### src/rtl/issue_queue.sv
// Out-of-order issue queue: holds dispatched instructions until both operands are ready,
// exposes a request vector to the select encoder and moves the granted entry into an issue slot.
module issue_queue #(
    parameter int DEPTH     = 8,
    parameter int IDX_W     = $clog2(DEPTH),
    parameter int TAG_W     = 6,
    parameter int PAYLOAD_W = 32
) (
    input  logic                 clk,
    input  logic                 rst,
    input  logic                 i_flush,
    input  logic                 i_disp_valid,
    output logic                 o_disp_ready,
    input  logic [PAYLOAD_W-1:0] i_disp_payload,
    input  logic [TAG_W-1:0]     i_disp_dst_tag,
    input  logic [TAG_W-1:0]     i_disp_src1_tag,
    input  logic [TAG_W-1:0]     i_disp_src2_tag,
    input  logic                 i_disp_src1_rdy,
    input  logic                 i_disp_src2_rdy,
    input  logic                 i_wb_valid,
    input  logic [TAG_W-1:0]     i_wb_tag,
    output logic [DEPTH-1:0]     o_req_vec,
    input  logic                 i_grant_valid,
    input  logic [IDX_W-1:0]     i_grant_idx,
    output logic                 o_iss_valid,
    input  logic                 i_iss_ready,
    output logic [PAYLOAD_W-1:0] o_iss_payload,
    output logic [TAG_W-1:0]     o_iss_dst_tag,
    output logic [IDX_W:0]       o_count
);

    localparam logic [0:0]     S_EMPTY    = 1'b0;
    localparam logic [0:0]     S_FULL     = 1'b1;
    localparam logic [IDX_W:0] FULL_COUNT = (IDX_W+1)'(DEPTH);

    logic [DEPTH-1:0]     r_valid;
    logic [DEPTH-1:0]     r_rdy1;
    logic [DEPTH-1:0]     r_rdy2;
    logic [PAYLOAD_W-1:0] r_payload  [DEPTH];
    logic [TAG_W-1:0]     r_dst_tag  [DEPTH];
    logic [TAG_W-1:0]     r_src1_tag [DEPTH];
    logic [TAG_W-1:0]     r_src2_tag [DEPTH];
    logic [IDX_W:0]       r_count;
    logic [0:0]           r_iss_state;
    logic [PAYLOAD_W-1:0] r_iss_payload;
    logic [TAG_W-1:0]     r_iss_dst_tag;

    logic [DEPTH-1:0]     w_req_vec;
    logic [IDX_W-1:0]     w_free_idx;
    logic                 w_slot_can_load;
    logic                 w_grant_ok;
    logic                 w_disp_ok;
    logic                 w_byp1;
    logic                 w_byp2;

    // Request depends only on registered state, so grant_idx never loops back into req_vec.
    assign w_req_vec       = r_valid & r_rdy1 & r_rdy2;
    assign o_disp_ready    = (r_count != FULL_COUNT);
    assign w_disp_ok       = i_disp_valid & o_disp_ready;
    assign w_slot_can_load = (r_iss_state == S_EMPTY) | i_iss_ready;
    assign w_grant_ok      = i_grant_valid & w_req_vec[i_grant_idx] & w_slot_can_load;
    assign w_byp1          = i_wb_valid & (i_wb_tag == i_disp_src1_tag);
    assign w_byp2          = i_wb_valid & (i_wb_tag == i_disp_src2_tag);

    // NOTE: default assigned before the loop so no path leaves w_free_idx unassigned (no latch).
    always_comb begin
        w_free_idx = '0;
        for (int i = DEPTH - 1; i >= 0; i--) begin
            if (!r_valid[i]) w_free_idx = IDX_W'(i);
        end
    end

    // NOTE: sequential state uses non-blocking assignments so every register sees pre-edge values.
    always_ff @(posedge clk or posedge rst) begin
        if (rst) begin
            r_valid       <= '0;
            r_rdy1        <= '0;
            r_rdy2        <= '0;
            r_count       <= '0;
            r_iss_state   <= S_EMPTY;
            r_iss_payload <= '0;
            r_iss_dst_tag <= '0;
        end else if (i_flush) begin
            r_valid     <= '0;
            r_count     <= '0;
            r_iss_state <= S_EMPTY;
        end else begin
            for (int i = 0; i < DEPTH; i++) begin
                if (r_valid[i] && i_wb_valid) begin
                    if (r_src1_tag[i] == i_wb_tag) r_rdy1[i] <= 1'b1;
                    if (r_src2_tag[i] == i_wb_tag) r_rdy2[i] <= 1'b1;
                end
            end
            if (w_grant_ok) r_valid[i_grant_idx] <= 1'b0;
            // The free slot is never valid, so this cannot collide with the grant or wakeup above.
            if (w_disp_ok) begin
                r_valid[w_free_idx] <= 1'b1;
                r_rdy1[w_free_idx]  <= i_disp_src1_rdy | w_byp1;
                r_rdy2[w_free_idx]  <= i_disp_src2_rdy | w_byp2;
            end
            case ({w_disp_ok, w_grant_ok})
                2'b10:   r_count <= r_count + (IDX_W+1)'(1);
                2'b01:   r_count <= r_count - (IDX_W+1)'(1);
                default: r_count <= r_count;
            endcase
            if (w_grant_ok) begin
                r_iss_state   <= S_FULL;
                r_iss_payload <= r_payload[i_grant_idx];
                r_iss_dst_tag <= r_dst_tag[i_grant_idx];
            end else if (i_iss_ready) begin
                r_iss_state <= S_EMPTY;
            end
        end
    end

    // NOTE: entry storage is not reset; it is only observed while the matching valid bit is set.
    always_ff @(posedge clk) begin
        if (w_disp_ok) begin
            r_payload[w_free_idx]  <= i_disp_payload;
            r_dst_tag[w_free_idx]  <= i_disp_dst_tag;
            r_src1_tag[w_free_idx] <= i_disp_src1_tag;
            r_src2_tag[w_free_idx] <= i_disp_src2_tag;
        end
    end

    assign o_req_vec     = w_req_vec;
    assign o_iss_valid   = (r_iss_state == S_FULL);
    assign o_iss_payload = r_iss_payload;
    assign o_iss_dst_tag = r_iss_dst_tag;
    assign o_count       = r_count;

    a_grant_requests: assert property (@(posedge clk) disable iff (rst)
        i_grant_valid |-> w_req_vec[i_grant_idx]);

endmodule

### config.mk
export PLATFORM = sky130hd
export DESIGN_NAME = issue_queue
export DESIGN_NICKNAME = d
export VERILOG_FILES = /design/src/rtl/issue_queue.sv
export SDC_FILE = /design/constraint.sdc
export NUM_CORES = 1
export LEC_CHECK = 0
export BUFFER_PORTS_ARGS = -buffer_cell sky130_fd_sc_hd__buf_2
export CAP_MARGIN = 15
export CORE_MARGIN = 1
export CORE_UTILIZATION = 56
export CTS_BUF_LIST = sky130_fd_sc_hd__clkbuf_4
export DETAILED_ROUTE_END_ITERATION = 8
export PLACE_DENSITY = 0.85
export SLEW_MARGIN = 0
export SYNTH_ARGS = -nofsm -noshare
export SYNTH_HDL_FRONTEND = slang
export SYNTH_SLANG_ARGS = --single-unit
### constraint.sdc
create_clock -name clk -period 3.6 [get_ports clk]
set_input_delay 0.18 -clock clk [delete_from_list [all_inputs] [get_ports clk]]
set_output_delay 0.18 -clock clk [all_outputs]
set_load 0.01 [all_outputs]
==> results.py, run 1 <==
metrics = {
    "detailed_routing": {
        "viasPerCell": 6.24,
        "first_pass_iters": 6,
        "vias": 11300,
        "drt.antenna.violating_nets": 0,
        "drcViolationCount": 0,
        "drtIter0Drc": 1154,
        "drt_wl_total_um": 44800,
        "routedWlPerCell_um": 24.7,
    },
    "timing": {
        "holdWs_ns": 0.0629,
        "rsz0062_at_grt": "false",
        "clock_skew_ns": 0.0797,
        "relSlewSlack_pct": 31.3,
        "fin_crit_sh_pct": 84.8,
        "hold_viol": 0,
        "setup_viol": 0,
        "max_freq_mhz": 328,
        "fin_setup_tns_ns": 0,
        "post-route-min-period_ns": 3.05,
        "worst_slew_pin_slew_ns": 1.03,
        "drv_slew": 0,
    },
    "job": {
        "cap_violations": 0,
    },
    "yosys": {
        "synth_area_mm2": 0.0181,
        "synth_edf_count": 400,
        "syn-mean-instance-area_um2": 17.0,
        "yosys_most_used_dff": "edfxtp_1",
        "synth_area_leaders": "edfxtp_1 (66%), dfrtp_1 (9.3%), a22oi_1 (4.4%), xor2_1 (3.2%), xnor2_1 (2.1%)",
        "ys_types": 59,
        "synth.top_cell.area_share_pct": 66.3,
        "syn_nets": 1134,
        "yosysTopAreaCell": "edfxtp_1",
        "ys_seq_area_share_pct": 75.6,
        "yosys_warnings": 0,
        "syn_inst": 1063,
        "synth_async_sr_flop_share_pct": 14.3,
        "synth-seq-cells": 467,
    },
    "critical_path": {
        "end_kind": "register",
        "cp-start-kind": "register",
        "path_class": "register to register",
        "cp_max_fo": 5,
        "cpPeakStageDelay_ns": 0.75,
        "required_ns": 4.24,
        "cp.arrival_ns": 3.69,
        "crit_path_top_delay_cell": "or4b_2",
        "crit_chain": "or4b_2 > and2_1 > nor3_1 > buf_4 > ha_1 > a21o_1 > a21oi_1 > nor2_1 > a22oi_1 > mux2_2",
    },
    "run_status": {
        "status": "complete, no violations",
    },
    "placed_design": {
        "gp_congestion": 0.854,
        "hpwl_um": 22200,
        "port_buffers": 119,
        "placedInstanceArea_mm2": 0.0192,
    },
    "floorplan": {
        "coreArea_mm2": 0.0317,
        "fp.dieH_um": 182,
        "die_w_um": 182,
        "start_util_pct": 57.1,
        "rows": 65,
        "dieArea_mm2": 0.0331,
        "io_pins": 120,
    },
    "layout": {
        "drive_gt1_share_pct": 27.5,
        "layout.nets": 1387,
        "syn_to_final_growth_pct": 17.8,
        "fin_area_mm2": 0.0213,
        "fillCellCount": 1995,
    },
    "clocking": {
        "clkLatencyLatePin_ns": 0.83,
        "cts_buffers": 109,
        "path_clk_slew_ns": 0.06,
        "cts_resized": 0,
        "cts_htree_levels": 3,
        "cts.sinks": 467,
        "cts_setup_buffers": 0,
        "cts_max_path_buffers": 3,
        "root_buffer": "clkbuf_4",
        "cts_tree": "yes",
    },
    "worst_hold_path": {
        "hold_path_class": "input pin to register",
    },
    "global_routing": {
        "grt_max_degree": 51,
        "globalRouteOverflowTotal": 0,
        "grt_pass1_wl_um": 67500,
        "antenna_found_initial": 3,
        "globalRouteTotalUtil_pct": 27.6,
        "first_global_vias": 11600,
    },
    "power": {
        "power_uw": 12000,
        "p_leak_uw": 0.00767,
        "vdd_drop_max_mv": 0.357,
        "power_density_mw_per_mm2": 563,
    },
}
==> metal layers <==
metal | up-vias | wire (um) | GRT usage, %
met5 | - | 0 | 0
met4 | 0 | 1810 | 14.8
met3 | 125 | 4160 | 5.66
met2 | 842 | 22300 | 45.6
met1 | 5551 | 16600 | 34.4
li1 | 4811 | - | -
==> cell families (layout without fill, tap and decap cells) <==
group	after synthesis	in the layout	synth area share [%]
adders and majority gates	3	3	0.249
muxes	42	42	3.02
other	0	3	0
DFF	467	467	75.6
xor gates and xnor gates	110	110	5.36
buffers and inverters	77	424	1.93
and+or+nand+nor	145	145	4.66
AOI/OAI and AO/OA	219	219	9.17
==> repair_timing <==
| item | in CTS | in global routing |
|---|---|---|
| hold buffers | 60 | 0 |
| endpoints found under the setup margin | 0 | 0 |
| hold endpoints to repair | 458 | 0 |
==> report_power, final <==
group          switching, uW  leakage (uW)  internal (uW)
clock network           2190      0.000894           2360
registers                162       0.00449           6160
logic                    621       0.00229            497
==> Yosys cell counts, types with 2 or more instances <==
master and count:
nor4_1 16, o21ai_0 10, a21oi_1 19, nand2b_1 6, ha_1 2, o21a_1 2, o22ai_1 4, mux2_2 21
nand3_1 25, dfrtp_1 67, buf_12 2, clkbuf_1 39, nor2_1 13, a41oi_1 4, inv_1 18, nand4_1 26
o211ai_1 3, or4_1 2, a221oi_1 28, a22oi_1 105, xnor2_1 43, o311a_1 2, nor3b_1 4, nor2b_1 4
buf_4 2, and3b_1 2, o32a_1 2, nor3_1 8, xor2_1 66, edfxtp_1 400, nand2_1 16, o41ai_1 2
mux2_4 20, a22o_1 24, o22a_1 8, and3_1 8, nand3b_1 5, buf_1 5, buf_2 10
==> layout by cell type (no fill, tap or decap), types with 19 or more instances in the layout <==
master,n
buf_2,119
dfrtp_1,67
xnor2_1,43
a22o_1,24
dlygate4sd3_1,60
a22oi_1,105
a221oi_1,28
xor2_1,66
mux2_2,21
mux2_4,20
nand3_1,25
clkbuf_4,175
edfxtp_1,400
clkinv_1,22
nand4_1,26
a21oi_1,19
==> worst max-delay path, delay by kind of cell (launching register included) <==
kind | cells | cell delay [ns]
and+or+nand+nor | 4 | 1.22
AOI/OAI and AO/OA | 3 | 0.54
buffers and inverters | 1 | 0.16
DFF | 1 | 0.43
muxes | 1 | 0.35
adders and majority gates | 1 | 0.22
==> final timing paths <==
kind                                 from                to  slack, ns  cells past startpoint
setup / recovery               o_count[1]        o_count[3]       0.55                     10
hold / removal             i_grant_idx[2]        r_valid[6]       0.06                      4
setup reg to reg               o_count[1]        o_count[3]       0.55                     10
hold reg to reg                 r_rdy1[3]         r_rdy1[3]       0.49                      1
max in group asynchronous             rst        r_valid[0]       2.43                      4
min in group asynchronous             rst  o_iss_dst_tag[5]       0.17                      3
==> stage by stage <==
stage                     setup slack [ns]  std cells  utilization (%)
after global placement               0.631       1547             60.6
after floorplan                     0.0761       1063                -
after detailed placement             0.569       1547             60.6
after global routing                 0.352       1815             67.3
after CTS                            0.553       1812             67.2
final                                0.549       1815             67.3
==> registers in the layout (all words and copies together), names as in the netlist, 6 cells and up <==
name	count
r_rdy2	8
o_iss_payload	32
o_iss_dst_tag	6
r_payload	256
r_src1_tag	48
r_valid	8
r_rdy1	8
r_src2_tag	48
r_dst_tag	48
==> area by class of cell <==
cell class	instances	area [um^2]	area share (%)
flip-flops and latches	467	13700	64.2
multi-input cells	519	4100	19.2
repair buffers	201	1450	6.79
clock buffers	175	1310	6.16
well taps	402	503	2.36
clock inverters	30	200	0.938
inverters	18	67.6	0.317
diodes	3	7.51	0.0352
Power figures use the tool's default switching activity.
==> run 2: changes to the inputs <==
==> constraint.sdc (replaced) <==
create_clock -name clk -period 2.6 [get_ports clk]
set_input_delay 0.13 -clock clk [delete_from_list [all_inputs] [get_ports clk]]
set_output_delay 0.13 -clock clk [all_outputs]
set_load 0.01 [all_outputs]
==> run 2 against run 1 <==
Against the previous run:
- total power up 37%
- global-route usage up 1.5 points
- sequential share of layout area down 1.2 points
- setup slack worse by 0.51 ns
- die area unchanged
- count of clock-buffer cells in the layout down 11
- critical path depth unchanged
- via count up 4.0%
- core utilization up 1.3 points
- first-iteration DRC count up 31%
- hold slack worse by 0.015 ns
- flip-flop and latch count unchanged
==> results.py, run 2 (same netlist as run 1, synthesis figures left out) <==
metrics = {
    "timing": {
        "fin_crit_sh_pct": 98.6,
        "post-route-min-period_ns": 2.56,
        "clock_skew_ns": 0.0924,
        "holdWs_ns": 0.0483,
        "fin_ws_ns": 0.0355,
        "rsz0062_at_grt": "true",
        "hold_viol": 0,
        "setup_viol": 0,
        "max_freq_mhz": 390,
        "drv_slew": 0,
        "worst_slew_pin_slew_ns": 0.949,
        "relSlewSlack_pct": 36.6,
    },
    "floorplan": {
        "dieArea_mm2": 0.0331,
        "io_pins": 120,
        "rows": 65,
        "fp.dieH_um": 182,
        "die_w_um": 182,
        "start_util_pct": 57.1,
        "coreArea_mm2": 0.0317,
    },
    "clocking": {
        "cts_htree_levels": 3,
        "clkLatencyLatePin_ns": 0.81,
        "cts_buffers": 108,
        "cts_tree": "yes",
        "path_clk_slew_ns": 0.08,
        "cts.sinks": 467,
        "cts_max_path_buffers": 3,
        "root_buffer": "clkbuf_4",
    },
    "critical_path": {
        "cp_num_cells": 10,
        "cp-start-kind": "register",
        "cpPeakStageDelay_ns": 0.41,
        "cp.arrival_ns": 3.26,
        "cp_max_fo": 3,
        "path_class": "register to register",
        "crit_path_top_delay_cell": "or3_4",
        "critical_path.top_delay_family": "simple AND/OR/NAND/NOR gates",
        "worst-path-buf-inv": 1,
        "end_kind": "register",
        "crit_chain": "and3_4 > o22ai_1 > or3_4 > nor3_4 > buf_4 > ha_1 > a21oi_2 > nor2_1 > a22oi_2 > mux2_2",
        "ff2ff_path_depth": 10,
        "required_ns": 3.29,
    },
    "placed_design": {
        "hpwl_um": 24100,
        "placedInstanceArea_mm2": 0.0196,
        "port_buffers": 119,
        "dp_slack_ns": -0.0341,
        "gp_congestion": 0.857,
    },
    "layout": {
        "layout.nets": 1435,
        "largest_register": "r_payload",
        "fin_area_mm2": 0.0218,
        "layout_common_cells": "edfxtp_1 (400), clkbuf_4 (164), buf_2 (119)",
        "final_common_cell": "edfxtp_1",
        "syn_to_final_growth_pct": 20.2,
        "largest_reg_flops": 256,
        "drive_gt1_share_pct": 29.8,
    },
    "power": {
        "p_leak_uw": 0.00785,
        "power_density_mw_per_mm2": 757,
        "power_uw": 16500,
        "vdd_drop_max_mv": 0.556,
    },
    "global_routing": {
        "globalRouteTotalUtil_pct": 29.1,
        "grtUsageMet3_pct": 6.24,
        "grt_pass1_wl_um": 71100,
        "first_global_vias": 12200,
        "globalRouteOverflowTotal": 0,
        "top_usage_layer": "met2",
        "grt_use_met2_pct": 49.0,
        "use_met1_pct": 35.3,
        "grt_max_degree": 39,
        "antenna_found_initial": 1,
    },
    "detailed_routing": {
        "drcViolationCount": 0,
        "drt_wl_total_um": 47500,
        "vias": 11800,
        "routedWlPerCell_um": 25.6,
        "drtIter0Drc": 1506,
        "first_pass_iters": 6,
        "drt.antenna.violating_nets": 0,
        "viasPerCell": 6.34,
    },
    "worst_hold_path": {
        "hold_path_class": "input pin to register",
        "hold_depth": 5,
    },
    "job": {
        "cap_violations": 0,
    },
    "run_status": {
        "status": "complete, no violations",
    },
}
run 2: timing repair:
action                                  in CTS  in global routing
endpoints found under the hold margin      466                  1
endpoints found under the setup margin       1                 29
buffers inserted                             0                  3
pin swaps                                    0                  2
gates resized for setup                      2                  4
hold buffers                                63                  1
run 2: tightest hold or removal path, cell delays in order:
cell and delay (ns):
buf_2 0.18, nand2_1 0.12, nor4_1 0.07, a41oi_1 0.22, a221oi_1 0.09
run 2: through the flow:
step	setup TNS [ns]	util, %	std cells
final	0	68.6	1858
after global routing	-0.0391	68.6	1858
after CTS	0	68.4	1853
after detailed placement	-0.0341	61.9	1589
after global placement	0	61.9	1589
after floorplan	-28.16	-	1063
run 2: final timing paths:
| kind | from | to | slack [ns] |
|---|---|---|---|
| setup / recovery | r_rdy1[0] | o_count[3] | 0.04 |
| hold / removal | i_wb_valid | r_rdy1[4] | 0.05 |
| setup reg to reg | r_rdy1[0] | o_count[3] | 0.04 |
| hold reg to reg | r_rdy1[7] | r_rdy1[7] | 0.48 |
| max in group asynchronous | rst | o_iss_payload[12] | 1.76 |
| min in group asynchronous | rst | o_iss_payload[14] | 0.07 |
run 2: layer usage:
metal | wire [um] | vias to the layer above
met5 | 0 | -
met4 | 1810 | 0
met3 | 5270 | 160
met2 | 23800 | 972
met1 | 16600 | 5751
li1 | - | 4903
run 2: layout make-up:
cell class | count | area (um^2)
flip-flops and latches | 467 | 13700
inverters | 18 | 86.3
diodes | 1 | 2.50
clock buffers | 164 | 1230
well taps | 402 | 503
multi-input cells | 519 | 4140
repair buffers | 250 | 1910
clock inverters | 37 | 196
fillers | 1880 | 9960
run 2: power breakdown:
group / leakage (uW) / switching [uW] / internal, uW
Sequential: 0.00449 / 250 / 8530
Clock: 0.000844 / 3090 / 2930
Combinational: 0.00252 / 920 / 738
Total: 0.00785 / 4260 / 12200
